===== src/rtl/regfile_dump_if.sv =====
// ---------------------------------------------------------------------------
// regfile_dump_if : borrowed RegisterFile read port 1 plus the TX byte stream
// Rev 1.0
// ---------------------------------------------------------------------------
`default_nettype none

interface regfile_dump_if #(
  parameter int PROC_BITS      = 32,
  parameter int REG_ADDRS_BITS = 5,
  parameter int BYTE_BITS      = 8
);
  logic                      o_rf_sel;
  logic [REG_ADDRS_BITS-1:0] o_rf_read_addr;
  logic [PROC_BITS-1:0]      i_rf_read_data;
  logic [BYTE_BITS-1:0]      o_tx_data;
  logic                      o_tx_valid;
  logic                      i_tx_ready;

  modport master (
    output o_rf_sel, o_rf_read_addr, o_tx_data, o_tx_valid,
    input  i_rf_read_data, i_tx_ready
  );

  modport slave (
    input  o_rf_sel, o_rf_read_addr, o_tx_data, o_tx_valid,
    output i_rf_read_data, i_tx_ready
  );
endinterface

`default_nettype wire


===== src/rtl/regfile_dump_ctrl.sv =====
// ---------------------------------------------------------------------------
// regfile_dump_ctrl : streams every register MSB-first as bytes while halted
// Rev 1.0
// ---------------------------------------------------------------------------
`default_nettype none

module regfile_dump_ctrl #(
  parameter int PROC_BITS      = 32,
  parameter int REG_ADDRS_BITS = 5,
  parameter int NUM_REGS       = 32,
  parameter int BYTE_BITS      = 8
) (
  input  logic clk,
  input  logic i_rst_n,
  input  logic i_cpu_halted,
  input  logic i_start,
  input  logic i_abort,
  output logic o_busy,
  output logic o_done,
  regfile_dump_if.master bus
);

  localparam int NBYTES = PROC_BITS / BYTE_BITS;
  localparam int CNT_W  = (NBYTES > 1) ? $clog2(NBYTES) : 1;
  localparam logic [REG_ADDRS_BITS-1:0] LAST_IDX  = REG_ADDRS_BITS'(NUM_REGS - 1);
  localparam logic [CNT_W-1:0]          LAST_BYTE = CNT_W'(NBYTES - 1);

  typedef enum logic [1:0] {
    S_IDLE = 2'd0,
    S_ADDR = 2'd1,
    S_SEND = 2'd2,
    S_DONE = 2'd3
  } state_t;

  state_t                    state, state_n;
  logic [REG_ADDRS_BITS-1:0] idx, idx_n;
  logic [CNT_W-1:0]          byte_cnt, byte_cnt_n;
  logic [PROC_BITS-1:0]      shreg, shreg_n;

  always_comb begin
    state_n    = state;
    idx_n      = idx;
    byte_cnt_n = byte_cnt;
    shreg_n    = shreg;
    case (state)
      S_IDLE: begin
        if (i_start && i_cpu_halted) begin
          state_n = S_ADDR;
          idx_n   = '0;
        end
      end
      S_ADDR: begin
        shreg_n    = bus.i_rf_read_data;
        byte_cnt_n = '0;
        state_n    = S_SEND;
      end
      S_SEND: begin
        if (bus.i_tx_ready) begin
          shreg_n    = shreg << BYTE_BITS;
          byte_cnt_n = byte_cnt + CNT_W'(1);
          if (byte_cnt == LAST_BYTE) begin
            byte_cnt_n = '0;
            if (idx == LAST_IDX) begin
              state_n = S_DONE;
            end else begin
              idx_n   = idx + REG_ADDRS_BITS'(1);
              state_n = S_ADDR;
            end
          end
        end
      end
      S_DONE:  state_n = S_IDLE;
      default: state_n = S_IDLE;
    endcase
    // Abort wins over a same-cycle handshake, so that byte is never counted
    if (i_abort && (state != S_IDLE)) begin
      state_n    = S_IDLE;
      idx_n      = '0;
      byte_cnt_n = '0;
      shreg_n    = '0;
    end
  end

  // Outputs are registered from the next-state values so they line up with state
  always_ff @(posedge clk or negedge i_rst_n) begin
    if (!i_rst_n) begin
      state              <= S_IDLE;
      idx                <= '0;
      byte_cnt           <= '0;
      shreg              <= '0;
      o_busy             <= 1'b0;
      o_done             <= 1'b0;
      bus.o_rf_sel       <= 1'b0;
      bus.o_rf_read_addr <= '0;
      bus.o_tx_valid     <= 1'b0;
      bus.o_tx_data      <= '0;
    end else begin
      state              <= state_n;
      idx                <= idx_n;
      byte_cnt           <= byte_cnt_n;
      shreg              <= shreg_n;
      o_busy             <= (state_n != S_IDLE);
      o_done             <= (state_n == S_DONE);
      bus.o_rf_sel       <= (state_n == S_ADDR) || (state_n == S_SEND);
      bus.o_rf_read_addr <= idx_n;
      bus.o_tx_valid     <= (state_n == S_SEND);
      bus.o_tx_data      <= shreg_n[PROC_BITS-1 -: BYTE_BITS];
    end
  end

endmodule

`default_nettype wire


===== src/flat_wrapper.sv =====
// flat-port wrapper written by rule: the top's interface ports become plain ports
module regfile_dump_ctrl_flat 
#(
  parameter int PROC_BITS      = 32,
  parameter int REG_ADDRS_BITS = 5,
  parameter int NUM_REGS       = 32,
  parameter int BYTE_BITS      = 8
)
  (clk, i_rst_n, i_cpu_halted, i_start, i_abort, o_busy, o_done, bus_o_rf_sel, bus_o_rf_read_addr, bus_o_tx_data, bus_o_tx_valid, bus_i_rf_read_data, bus_i_tx_ready);
  regfile_dump_if #(.PROC_BITS(PROC_BITS), .REG_ADDRS_BITS(REG_ADDRS_BITS), .BYTE_BITS(BYTE_BITS)) bus_i ();
  input  logic clk;
  input  logic i_rst_n;
  input  logic i_cpu_halted;
  input  logic i_start;
  input  logic i_abort;
  output logic o_busy;
  output logic o_done;
  output wire logic [$bits(bus_i.o_rf_sel)-1:0] bus_o_rf_sel;
  output wire logic [$bits(bus_i.o_rf_read_addr)-1:0] bus_o_rf_read_addr;
  output wire logic [$bits(bus_i.o_tx_data)-1:0] bus_o_tx_data;
  output wire logic [$bits(bus_i.o_tx_valid)-1:0] bus_o_tx_valid;
  input wire logic [$bits(bus_i.i_rf_read_data)-1:0] bus_i_rf_read_data;
  input wire logic [$bits(bus_i.i_tx_ready)-1:0] bus_i_tx_ready;
  assign bus_o_rf_sel = bus_i.o_rf_sel;
  assign bus_o_rf_read_addr = bus_i.o_rf_read_addr;
  assign bus_o_tx_data = bus_i.o_tx_data;
  assign bus_o_tx_valid = bus_i.o_tx_valid;
  assign bus_i.i_rf_read_data = bus_i_rf_read_data;
  assign bus_i.i_tx_ready = bus_i_tx_ready;
  regfile_dump_ctrl #(.PROC_BITS(PROC_BITS), .REG_ADDRS_BITS(REG_ADDRS_BITS), .NUM_REGS(NUM_REGS), .BYTE_BITS(BYTE_BITS)) u_core (.clk(clk), .i_rst_n(i_rst_n), .i_cpu_halted(i_cpu_halted), .i_start(i_start), .i_abort(i_abort), .o_busy(o_busy), .o_done(o_done), .bus(bus_i));
endmodule

===== config.mk =====
export PLATFORM = sky130hd
export DESIGN_NAME = regfile_dump_ctrl_flat
export DESIGN_NICKNAME = d
export VERILOG_FILES = /design/src/rtl/regfile_dump_if.sv /design/src/rtl/regfile_dump_ctrl.sv /design/src/flat_wrapper.sv
export SDC_FILE = /design/constraint.sdc
export NUM_CORES = 1
export LEC_CHECK = 0
export ABC_AREA = 0
export BUFFER_PORTS_ARGS = -buffer_cell sky130_fd_sc_hd__clkbuf_2
export CORE_ASPECT_RATIO = 2
export CORE_MARGIN = 8
export CORE_UTILIZATION = 40
export CTS_CLUSTER_DIAMETER = 150
export DETAILED_ROUTE_END_ITERATION = 10
export MAX_ROUTING_LAYER = met4
export PLACE_DENSITY = 0.74
export SLEW_MARGIN = 10
export SYNTH_ARGS = -nofsm -noshare
export SYNTH_HDL_FRONTEND = slang
export SYNTH_SLANG_ARGS = --single-unit

===== constraint.sdc =====
create_clock -name clk -period 1.9 [get_ports clk]
set_input_delay 0 -clock clk [delete_from_list [all_inputs] [get_ports clk]]
set_output_delay 0 -clock clk [all_outputs]
set_load 0.01 [all_outputs]

==> results.yml <==
yosys:
  syn_area_per_cell_um2: 12.1
  synth_area_leader_cell: "dfrtp_1"
  syn_area_um2: 2240
  synth_edf_count: 0
  synth_area_leaders: "dfrtp_1 50%, a221o_1 9.4%, and4_1 8.2%, ha_1 5.0%, a22o_1 3.9%"
  ys.warnings.count: 0
  yosysUniqueCellTypes: 39
  synth_top_area_share_pct: 50.3
  synth_most_common_cell: "dfrtp_1"
  async_reset_ff_share_pct: 100
  synth_seq_area_share_pct: 50.3
  synthFlopType: "dfrtp_1"
  ys_ff_latch: 45
  synth_commonest_cells: "45 x dfrtp_1, 21 x a221o_1, 21 x and4_1"
  synth_cells: 185
  synth_nets: 232
route:
  routed_wl_mm: 5.76
  wl_per_cell_um: 18.7
  ant_nets: 0
  num_vias: 1804
  viasPerCell: 5.86
  drt_iter0_drc: 166
  drtPass1Iterations: 4
  drcViolationCount: 0
pwr:
  netSwitchingPower_mw: 1.60
  p_seq_share_pct: 33.8
  comb_power_share_pct: 46.6
  p_total_mw: 4.36
  leakagePower_nw: 1.41
  intPower_mw: 2.77
  p_sw_share_pct: 36.6
  p_per_area_nw_per_um2: 1520
  clockPowerShare_pct: 19.6
  irDropWorstVdd_v: 0.00165
grt:
  grt.busiest_layer: "met2"
  grt_max_degree: 34
  antenna_found_initial: 0
  grt_pass1_vias: 1932
  grt_usage_pct: 14.5
  grt_util_met3_pct: 2.85
  grt_use_met2_pct: 22.4
  grt_util_met1_pct: 17.0
  gr-total-overflow: 0
  grt_pass1_wl_mm: 9.13
cells_and_area:
  design_area_um2: 2870
  instances_no_fill: 308
  diodes: 0
  drive_gt1_share_pct: 39.5
  fin_util_pct: 52.9
  syn_to_final_growth_pct: 28.0
  nets: 294
critical_path:
  cp-end-kind: "flop"
  crit_arrival_ns: 2.12
  path_class: "flop to flop"
  cp-start-kind: "flop"
  worstPathRequired_ns: 2.11
  worst-path-max-fanout: 7
clock_network:
  htreeDepth: 2
  cts_tree: "done"
  tritoncts_num_sinks: 45
  root_buffer: "clkbuf_8"
  clockBufferDepth: 2
  cts_made_buffers: 5
  clk_pin_slew_worst_paths_ns: 0.09
  clock_latency_ns: 0.30
placed_design:
  post-place-ws_ns: 0.000453
  place_area_um2: 2590
  dp.cells: 289
  dp_hpwl_mm: 4.05
  gpl.final_weighted_congestion: 0.809
  io_buffers: 54
die:
  dieArea_um2: 8390
  start_util_pct: 41.3
  rows: 38
  die_x_um: 68.9
  fp.dieH_um: 122
  io_pins: 55
  coreArea_um2: 5420
sta:
  fin_crit_ns: 1.91
  tightest_slew_ns: 0.682
  relSlewSlack_pct: 54.5
  rsz0062_at_grt: "true"
  setup_viol: 1
  holdWs_ns: 0.0623
  slew_viol_final: 0
  setup-tns-final_ns: -0.00768
  skew_ns: 0.00536
  max_freq_ghz: 0.524
  finalCritPeriodShare_pct: 100
  fin_ws_ns: -0.00768
  hold_viol_final: 0
run_status:
  status: "finished with violations"
  violations: "negative setup slack"
worst_hold_path:
  min_path_type: "input pin to flop"
run:
  maxCapViolCount: 0
## layer usage
metal / up-vias / part of all wire (%)
met5: - / 0
met4: 0 / 3.2
met2: 67 / 52
li1: 843 / -
met3: 14 / 5.5
met1: 880 / 40
## timing repair
action	CTS	global route
buffers inserted	1	2
hold buffers	8	0
endpoints found under the hold margin	32	0
endpoints found under the setup margin	6	36
pin swaps	0	0
gates resized for setup	1	10
## final timing paths
check                                              from                           end  slack, ns  cells after the start
min in group asynchronous                       i_rst_n              u_core.shreg[14]       0.26                      2
max                        u_core.bus.o_rf_read_addr[1]  u_core.bus.o_rf_read_addr[2]     -0.008                      6
min reg2reg                            u_core.shreg[31]              u_core.shreg[31]       0.51                      1
min                              bus_i_rf_read_data[29]              u_core.shreg[29]       0.06                      3
max reg2reg                u_core.bus.o_rf_read_addr[1]  u_core.bus.o_rf_read_addr[2]     -0.008                      6
max in group asynchronous                       i_rst_n              u_core.shreg[26]       1.03                      3
## power by group through the flow
stage	combinational (mW)	clock, mW	sequential, mW
global placement	1.92	0	1.48
detailed placement	1.98	0	1.50
global route	2.24	0.910	1.51
CTS	2.01	0.874	1.48
floorplan	1.46	0	1.46
finish	2.03	0.855	1.47
## placed cells by master, fill, tap and decap left out, types with 2 or more instances in the layout
master / instances
a21oi_1: 2
a221o_1: 21
a22o_1: 10
a311o_1: 2
and4_1: 21
buf_12: 2
buf_4: 13
bufinv_16: 2
clkbuf_2: 54
clkbuf_8: 5
dfrtp_1: 45
dlygate4sd3_1: 8
ha_1: 5
ha_2: 3
inv_1: 4
mux2_2: 4
mux2i_1: 3
nand2_1: 4
nand2b_1: 3
nor2_1: 5
nor3_1: 2
o2111ai_1: 2
o21ai_0: 3
## sequential cells by signal, indices dropped and copies added, names as in the netlist
signal,cells
u_core.bus.o_rf_read_addr,5
u_core.o_done,1
u_core.o_busy,1
u_core.shreg,32
u_core.bus.o_rf_sel,1
u_core.byte_cnt,2
u_core.state,2
u_core.bus.o_tx_valid,1
## kinds of logic (layout without fill, tap and decap cells)
group	Yosys count	after routing	synth area share, %
AND/OR/NAND/NOR	48	48	15.1
buffers and inverters	28	91	6.81
multiplexers	7	7	3.35
AO/OA/AOI/OAI	48	48	19.4
adder cells (fa/ha/maj)	9	9	5.03
flip-flops	45	45	50.3
## worst max-delay path, stage by stage, from the launching register on
cell and delay (ns):
dfrtp_1 0.40, ha_2 0.20, and3_4 0.19, ha_4 0.14, nand3b_4 0.18, or4_4 0.50, o311ai_2 0.21
## area by class of cell
type | instances | area (µm²)
repair buffers | 78 | 499
well taps | 60 | 75.1
fillers | 518 | 2550
multi-input cells | 112 | 1010
inverters | 5 | 21.3
clock inverters | 3 | 65.1
clock buffers | 5 | 68.8
flip-flops and latches | 45 | 1130
(Power assumes the default switching activity.)
